## src/rtl/uv_pred_ctrl_pkg.sv

```systemverilog
// Shared constants for the chroma intra-predictor scheduler: mode indices,
// one-hot FSM state encoding and the default cost width.
package uv_pred_ctrl_pkg;

  localparam int unsigned COST_W_DEF = 24;

  localparam logic [1:0] MODE_DC = 2'd0;
  localparam logic [1:0] MODE_TM = 2'd1;
  localparam logic [1:0] MODE_VE = 2'd2;
  localparam logic [1:0] MODE_HE = 2'd3;

  typedef enum logic [5:0] {
    IDLE      = 6'b000001,
    ISSUE     = 6'b000010,
    WAIT_PRED = 6'b000100,
    WAIT_COST = 6'b001000,
    NEXT      = 6'b010000,
    DONE      = 6'b100000
  } state_t;

endpackage

```

## src/rtl/uv_pred_ctrl_if.sv

```systemverilog
// Handshake bundle between the mode-decision stage / predictor datapath
// (master) and the chroma predictor scheduler (slave).
interface uv_pred_ctrl_if #(
  parameter int unsigned BLOCK_NUM = 10,
  parameter int unsigned COST_W    = 24
);
  logic                 mb_start;
  logic [BLOCK_NUM-1:0] mb_x;
  logic [BLOCK_NUM-1:0] mb_y;
  logic [3:0]           mode_mask;
  logic                 pred_done;
  logic                 cost_valid;
  logic [COST_W-1:0]    cost;
  logic                 pred_start;
  logic [1:0]           pred_mode;
  logic [BLOCK_NUM-1:0] pred_x;
  logic [BLOCK_NUM-1:0] pred_y;
  logic                 busy;
  logic                 mb_done;
  logic [1:0]           best_mode;
  logic [COST_W-1:0]    best_cost;
  logic                 err;

  modport master (
    output mb_start, mb_x, mb_y, mode_mask, pred_done, cost_valid, cost,
    input  pred_start, pred_mode, pred_x, pred_y, busy, mb_done,
           best_mode, best_cost, err
  );

  modport slave (
    input  mb_start, mb_x, mb_y, mode_mask, pred_done, cost_valid, cost,
    output pred_start, pred_mode, pred_x, pred_y, busy, mb_done,
           best_mode, best_cost, err
  );
endinterface

```

## src/rtl/uv_mode_pick.sv

```systemverilog
// Combinational next-set-bit finder over the 4-bit mode mask. With incl=1 the
// current index itself qualifies (used for the lowest-set-bit search at capture).
module uv_mode_pick (
  input  logic [3:0] mask,
  input  logic [1:0] cur,
  input  logic       incl,
  output logic [1:0] nxt,
  output logic       found
);
  always_comb begin
    nxt   = '0;
    found = 1'b0;
    for (int unsigned i = 0; i < 4; i++) begin
      if (!found && mask[i] && ((i > 32'(cur)) || (incl && (i == 32'(cur))))) begin
        nxt   = 2'(i);
        found = 1'b1;
      end
    end
  end
endmodule

```

## src/rtl/uv_pred_ctrl.sv

```systemverilog
// Chroma (U/V) intra-predictor scheduler: runs each masked mode, keeps the
// minimum-cost one. Optional macro UV_EDGE_SKIP_EN drops modes lacking neighbours.
module uv_pred_ctrl
  import uv_pred_ctrl_pkg::*;
#(
  parameter int unsigned BLOCK_NUM = 10,
  parameter int unsigned COST_W    = COST_W_DEF,
  parameter int unsigned TIMEOUT   = 64
) (
  input logic           clk,
  input logic           rst_n,
  uv_pred_ctrl_if.slave bus
);
  localparam int unsigned CNT_W = $clog2(TIMEOUT + 1);
  localparam logic [CNT_W-1:0] CNT_LAST = CNT_W'(TIMEOUT - 1);

  state_t               state;
  logic [3:0]           mask_r;
  logic [1:0]           mode_idx;
  logic [COST_W-1:0]    run_min;
  logic [1:0]           run_idx;
  logic [CNT_W-1:0]     wait_cnt;
  logic                 pred_start_r;
  logic [1:0]           pred_mode_r;
  logic [BLOCK_NUM-1:0] pred_x_r;
  logic [BLOCK_NUM-1:0] pred_y_r;
  logic                 busy_r;
  logic                 mb_done_r;
  logic [1:0]           best_mode_r;
  logic [COST_W-1:0]    best_cost_r;
  logic                 err_r;

  logic [3:0] raw_mask;
  logic [3:0] eff_mask;
  logic [3:0] pick_mask;
  logic [1:0] pick_cur;
  logic       pick_incl;
  logic [1:0] pick_idx;
  logic       pick_found;

  always_comb begin
    raw_mask = bus.mode_mask;
`ifdef UV_EDGE_SKIP_EN
    if (bus.mb_y == '0) begin
      raw_mask[MODE_VE] = 1'b0;
      raw_mask[MODE_TM] = 1'b0;
    end
    if (bus.mb_x == '0) begin
      raw_mask[MODE_HE] = 1'b0;
      raw_mask[MODE_TM] = 1'b0;
    end
`endif
    eff_mask = (raw_mask == '0) ? 4'b0001 : raw_mask;
  end

  // One finder serves both capture (lowest bit, inclusive) and NEXT (strictly higher).
  always_comb begin
    pick_mask = (state == IDLE) ? eff_mask : mask_r;
    pick_cur  = (state == IDLE) ? MODE_DC  : mode_idx;
    pick_incl = (state == IDLE);
  end

  uv_mode_pick u_pick (
    .mask  (pick_mask),
    .cur   (pick_cur),
    .incl  (pick_incl),
    .nxt   (pick_idx),
    .found (pick_found)
  );

  always_ff @(posedge clk or negedge rst_n) begin
    if (!rst_n) begin
      state        <= IDLE;
      mask_r       <= '0;
      mode_idx     <= '0;
      run_min      <= '1;
      run_idx      <= '0;
      wait_cnt     <= '0;
      pred_start_r <= 1'b0;
      pred_mode_r  <= '0;
      pred_x_r     <= '0;
      pred_y_r     <= '0;
      busy_r       <= 1'b0;
      mb_done_r    <= 1'b0;
      best_mode_r  <= '0;
      best_cost_r  <= '0;
      err_r        <= 1'b0;
    end else begin
      pred_start_r <= 1'b0;
      mb_done_r    <= 1'b0;
      unique case (state)
        IDLE: begin
          if (bus.mb_start) begin
            pred_x_r     <= bus.mb_x;
            pred_y_r     <= bus.mb_y;
            mask_r       <= eff_mask;
            mode_idx     <= pick_idx;
            pred_mode_r  <= pick_idx;
            pred_start_r <= 1'b1;
            run_min      <= '1;
            run_idx      <= MODE_DC;
            err_r        <= 1'b0;
            busy_r       <= 1'b1;
            state        <= ISSUE;
          end
        end
        ISSUE: begin
          wait_cnt <= '0;
          state    <= WAIT_PRED;
        end
        WAIT_PRED: begin
          if (bus.pred_done) begin
            wait_cnt <= '0;
            state    <= WAIT_COST;
          end else if (wait_cnt == CNT_LAST) begin
            err_r <= 1'b1;
            state <= NEXT;
          end else begin
            wait_cnt <= wait_cnt + CNT_W'(1);
          end
        end
        WAIT_COST: begin
          if (bus.cost_valid) begin
            if (bus.cost < run_min) begin
              run_min <= bus.cost;
              run_idx <= mode_idx;
            end
            state <= NEXT;
          end else if (wait_cnt == CNT_LAST) begin
            err_r <= 1'b1;
            state <= NEXT;
          end else begin
            wait_cnt <= wait_cnt + CNT_W'(1);
          end
        end
        NEXT: begin
          if (pick_found) begin
            mode_idx     <= pick_idx;
            pred_mode_r  <= pick_idx;
            pred_start_r <= 1'b1;
            state        <= ISSUE;
          end else begin
            mb_done_r   <= 1'b1;
            best_mode_r <= run_idx;
            best_cost_r <= run_min;
            state       <= DONE;
          end
        end
        DONE: begin
          busy_r <= 1'b0;
          state  <= IDLE;
        end
        default: state <= IDLE;
      endcase
    end
  end

  assign bus.pred_start = pred_start_r;
  assign bus.pred_mode  = pred_mode_r;
  assign bus.pred_x     = pred_x_r;
  assign bus.pred_y     = pred_y_r;
  assign bus.busy       = busy_r;
  assign bus.mb_done    = mb_done_r;
  assign bus.best_mode  = best_mode_r;
  assign bus.best_cost  = best_cost_r;
  assign bus.err        = err_r;

endmodule

```

## src/flat_wrapper.sv

```systemverilog
// flat-port wrapper written by rule: the top's interface ports become plain ports
module uv_pred_ctrl_flat import uv_pred_ctrl_pkg::*;
#(
  parameter int unsigned BLOCK_NUM = 10,
  parameter int unsigned COST_W    = COST_W_DEF,
  parameter int unsigned TIMEOUT   = 64
)
  (clk, rst_n, bus_mb_start, bus_mb_x, bus_mb_y, bus_mode_mask, bus_pred_done, bus_cost_valid, bus_cost, bus_pred_start, bus_pred_mode, bus_pred_x, bus_pred_y, bus_busy, bus_mb_done, bus_best_mode, bus_best_cost, bus_err);
  uv_pred_ctrl_if #(.BLOCK_NUM(BLOCK_NUM), .COST_W(COST_W)) bus_i ();
  input logic clk;
  input logic rst_n;
  input wire logic [$bits(bus_i.mb_start)-1:0] bus_mb_start;
  input wire logic [$bits(bus_i.mb_x)-1:0] bus_mb_x;
  input wire logic [$bits(bus_i.mb_y)-1:0] bus_mb_y;
  input wire logic [$bits(bus_i.mode_mask)-1:0] bus_mode_mask;
  input wire logic [$bits(bus_i.pred_done)-1:0] bus_pred_done;
  input wire logic [$bits(bus_i.cost_valid)-1:0] bus_cost_valid;
  input wire logic [$bits(bus_i.cost)-1:0] bus_cost;
  output wire logic [$bits(bus_i.pred_start)-1:0] bus_pred_start;
  output wire logic [$bits(bus_i.pred_mode)-1:0] bus_pred_mode;
  output wire logic [$bits(bus_i.pred_x)-1:0] bus_pred_x;
  output wire logic [$bits(bus_i.pred_y)-1:0] bus_pred_y;
  output wire logic [$bits(bus_i.busy)-1:0] bus_busy;
  output wire logic [$bits(bus_i.mb_done)-1:0] bus_mb_done;
  output wire logic [$bits(bus_i.best_mode)-1:0] bus_best_mode;
  output wire logic [$bits(bus_i.best_cost)-1:0] bus_best_cost;
  output wire logic [$bits(bus_i.err)-1:0] bus_err;
  assign bus_i.mb_start = bus_mb_start;
  assign bus_i.mb_x = bus_mb_x;
  assign bus_i.mb_y = bus_mb_y;
  assign bus_i.mode_mask = bus_mode_mask;
  assign bus_i.pred_done = bus_pred_done;
  assign bus_i.cost_valid = bus_cost_valid;
  assign bus_i.cost = bus_cost;
  assign bus_pred_start = bus_i.pred_start;
  assign bus_pred_mode = bus_i.pred_mode;
  assign bus_pred_x = bus_i.pred_x;
  assign bus_pred_y = bus_i.pred_y;
  assign bus_busy = bus_i.busy;
  assign bus_mb_done = bus_i.mb_done;
  assign bus_best_mode = bus_i.best_mode;
  assign bus_best_cost = bus_i.best_cost;
  assign bus_err = bus_i.err;
  uv_pred_ctrl #(.BLOCK_NUM(BLOCK_NUM), .COST_W(COST_W), .TIMEOUT(TIMEOUT)) u_core (.clk(clk), .rst_n(rst_n), .bus(bus_i));
endmodule
```

## config.mk

```make
export PLATFORM = sky130hd
export DESIGN_NAME = uv_pred_ctrl_flat
export DESIGN_NICKNAME = d
export VERILOG_FILES = /design/src/rtl/uv_pred_ctrl_pkg.sv /design/src/rtl/uv_pred_ctrl_if.sv /design/src/rtl/uv_mode_pick.sv /design/src/rtl/uv_pred_ctrl.sv /design/src/flat_wrapper.sv
export SDC_FILE = /design/constraint.sdc
export NUM_CORES = 1
export LEC_CHECK = 0
export ABC_AREA = 1
export ABC_CLOCK_PERIOD_IN_PS = 6100
export BUFFER_PORTS_ARGS = -buffer_cell sky130_fd_sc_hd__buf_2
export CAP_MARGIN = 15
export CORE_ASPECT_RATIO = 0.8
export CORE_MARGIN = 4
export CORE_UTILIZATION = 50
export CTS_CLUSTER_SIZE = 25
export DETAILED_ROUTE_END_ITERATION = 10
export HOLD_SLACK_MARGIN = 0.03
export PLACE_DENSITY = 0.71
export SLEW_MARGIN = 20
export SYNTH_ARGS = -nofsm -noshare
export SYNTH_HDL_FRONTEND = slang
export SYNTH_SLANG_ARGS = --single-unit
```

## constraint.sdc

```tcl
create_clock -name clk -period 6.1 [get_ports clk]
set_clock_uncertainty 0.1 [all_clocks]
set_input_delay 0.305 -clock clk [delete_from_list [all_inputs] [get_ports clk]]
set_output_delay 0.305 -clock clk [all_outputs]
set_load 0.005 [all_outputs]
```

==> flow_metrics.env <==
export IMPL_post_cts_resized=0
export IMPL_synth_top_cell_area_share=0.357
export IMPL_syn_cell_area_um2=4830
export IMPL_setup_viol=0
export IMPL_critPathMaxFanout=29
export IMPL_crit_buf_inv=3
export IMPL_cts_tree="done"
export IMPL_syn_num_nets=650
export IMPL_hpwl_um=7440
export IMPL_slowest_delay_ns=0.76
export IMPL_critPathLaunchType="register"
export IMPL_synth_edf_count=0
export IMPL_synth_top_area_cell="dfrtp_1"
export IMPL_crit_family="simple AND/OR/NAND/NOR gates"
export IMPL_antenna_found_initial=0
export IMPL_drtIter0Drc=295
export IMPL_tns_ns=0
export IMPL_grt_remaining_overflow=0
export IMPL_worstMarginPinSlew_ns=0.979
export IMPL_p_per_area_nw_per_um2=432
export IMPL_synth_area_per_cell_um2=8.44
export IMPL_critPathRequiredTime_ns=6.23
export IMPL_num_vias=3937
export IMPL_grt_pass1_wl_um=18000
export IMPL_r2r_slack_ns=2.89
export IMPL_ys_ff_latch=94
export IMPL_syn_inst=573
export IMPL_critPathMostFrequentCell="nand2_1"
export IMPL_io_pins=105
export IMPL_maxCapViolations=0
export IMPL_cts_htree_levels=3
export IMPL_diodes=0
export IMPL_initial_utilization=0.524
export IMPL_drv_slew=0
export IMPL_nets=749
export IMPL_yosys_top_cells_area="dfrtp_1 (36%), nand2_1 (16%), dfstp_2 (14%)"
export IMPL_fmax_mhz=312
export IMPL_clock_path_buffers=2
export IMPL_sw_frac_of_total=0.382
export IMPL_drt_pass1_iter_count=4
export IMPL_root_buffer="clkbuf_16"
export IMPL_finalHoldViolCount=0
export IMPL_synth_distinct_cells=35
export IMPL_portBuffers=104
export IMPL_critical_path_arrival_ns=3.34
export IMPL_area_delta_synth_final_pct=17.7
export IMPL_yosys_warnings=0
export IMPL_grt_usage=0.196
export IMPL_drive_above_1_share=0.304
export IMPL_internal_power_mw=1.52
export IMPL_status="finished, final reports clean"
export IMPL_final_antenna_net_count=0
export IMPL_drc=0
export IMPL_synth_ff_type="dfrtp_1"
export IMPL_clk_pin_slew_worst_paths_ns=0.06
export IMPL_viasPerCell=4.97
export IMPL_routedWlPerCell_um=13.2
export IMPL_rsz0062_at_grt="false"
export IMPL_die_area_um2=11300
export IMPL_insertion_delay_ns=0.34
export IMPL_share_comb_of_total_power=0.384
export IMPL_fin_hold_ws_ns=0.0617
export IMPL_p_leak_nw=3.25
export IMPL_rows=31
export IMPL_cts_buffers=9
export IMPL_final_core_util=0.616
export IMPL_critical_path_cell_chain="inv_2, nand2_1, inv_2, nand4_1, inv_1, nand3_1, nand2_2, nand2_4, nand2_1, nand2_1"
export IMPL_async_reset_ff_frac=1.00
export IMPL_timing_final_crit_share=0.526
export IMPL_cts_sinks=94
export IMPL_place_congestion=0.846
export IMPL_critical_path_class="register to register"
export IMPL_grt_max_degree=58
export IMPL_seq_power_share=0.396
export IMPL_core_area_um2=9230
export IMPL_die_h_um=95.9
export IMPL_die_width_um=118
export IMPL_grt_pass1_vias=3956
export IMPL_fin_crit_ns=3.21
export IMPL_hp_class="input port to register"
export IMPL_max_slew_margin=0.345
export IMPL_slowest_stage="nand4_1"
export IMPL_end_kind="register"
export IMPL_clkPwrFrac=0.220
export IMPL_peakVddDrop_mv=0.223
export IMPL_p_switching_mw=0.940
export IMPL_power_total_mw=2.46
export IMPL_synth_seq_area_share=0.493
export IMPL_drt_wl_total_um=10500
tightest hold or removal path, stage by stage:
cell     delay (ns)
buf_2          0.07
nand2_1        0.04
nand2_1        0.05
synthesized netlist by cell type (all sizes together), types with 2 or more instances:
cell type	n
a21oi	13
clkbuf	6
o21a	2
a31oi	3
nand2	209
buf	13
inv	64
nand4	4
nor2	29
o21ai	35
ha	24
nand3	41
dfstp	25
nand3b	2
nor3	4
dfrtp	69
or2	23
a21o	2
cells by family (layout without fill, tap and decap cells):
logic type	after synthesis	in the layout	synth area share
buf+inv	83	187	0.0758
fa+ha+maj	24	24	0.0621
compound gates	58	58	0.0839
xor+xnor	1	1	0.00181
simple gates	313	313	0.283
flops	94	94	0.493
cell type report:
type | count | area [µm²]
multi-input cells | 396 | 2080
flip-flops and latches | 94 | 2380
fillers | 819 | 3540
clock inverters | 3 | 17.5
clock buffers | 13 | 270
inverters | 64 | 240
repair buffers | 107 | 548
well taps | 115 | 144
per-layer routing:
layer  global-route usage  wire (µm)  vias to the layer above
li1                     -          -                     2000
met1                0.248       4920                     1820
met2                0.324       4750                      106
met3               0.0611        677                       11
met4               0.0634        139                        0
met5                    0          0                        -
through the flow:
stage          cell area (µm²)  worst slack (ns)  cells
4_1_cts                   5690              2.88    792
2_1_floorplan             4830              4.10    573
5_1_grt                   5690              2.58    792
3_3_place_gp              5390              3.12    775
3_5_place_dp              5390              2.91    775
6_report                  5690              2.89    792
cells in the final DEF, fill, tap and decap left out, types with 23 or more instances in the layout:
master   Yosys  routed
dfrtp_1     69      69
nand3_1     40      40
or2_2       23      23
o21ai_2     24      24
nand2_1    206     206
buf_2        5     103
ha_1        24      24
inv_1       60      60
nor2_1      26      26
dfstp_2     25      25
registers in the layout (all words and copies together), names as in the netlist, 2 cells and up:
signal / cells
u_core.run_min: 24
u_core.bus.best_cost: 24
u_core.wait_cnt: 7
u_core.mask_r: 3
u_core.run_idx: 2
u_core.state: 6
u_core.bus.best_mode: 2
u_core.bus.pred_mode: 2
u_core.bus.pred_x: 10
u_core.bus.pred_y: 10
what timing repair did:
| action | CTS | global route |
|---|---|---|
| setup buffers | 0 | 0 |
| hold buffers | 1 | 0 |
| hold endpoints to repair | 22 | 0 |
power groups by stage:
stage | Sequential (mW) | Clock (mW) | Combinational (mW)
2_1_floorplan | 0.971 | 0 | 0.703
3_3_place_gp | 0.980 | 0 | 0.915
3_5_place_dp | 0.980 | 0 | 0.958
4_1_cts | 0.974 | 0.556 | 0.960
5_1_grt | 1.00 | 0.579 | 1.11
6_report | 0.975 | 0.541 | 0.944
final timing paths:
check	start	depth (start not counted)	end
worst max-delay path	u_core.state[4]$_DFFE_PN0N_	10	u_core.run_idx[1]$_DFFE_PN0P_
worst min-delay path	bus_mb_y[2]	3	u_core.bus.pred_y[2]$_DFFE_PN0P_
worst max register to register	u_core.state[4]$_DFFE_PN0N_	10	u_core.run_idx[1]$_DFFE_PN0P_
worst min register to register	u_core.run_min[12]$_DFFE_PN1P_	2	u_core.run_min[12]$_DFFE_PN1P_
max in group asynchronous	rst_n	3	u_core.bus.pred_x[8]$_DFFE_PN0P_
min in group asynchronous	rst_n	2	u_core.bus.best_cost[6]$_DFFE_PN0P_
Note: power is estimated with default switching activity, not from simulation.
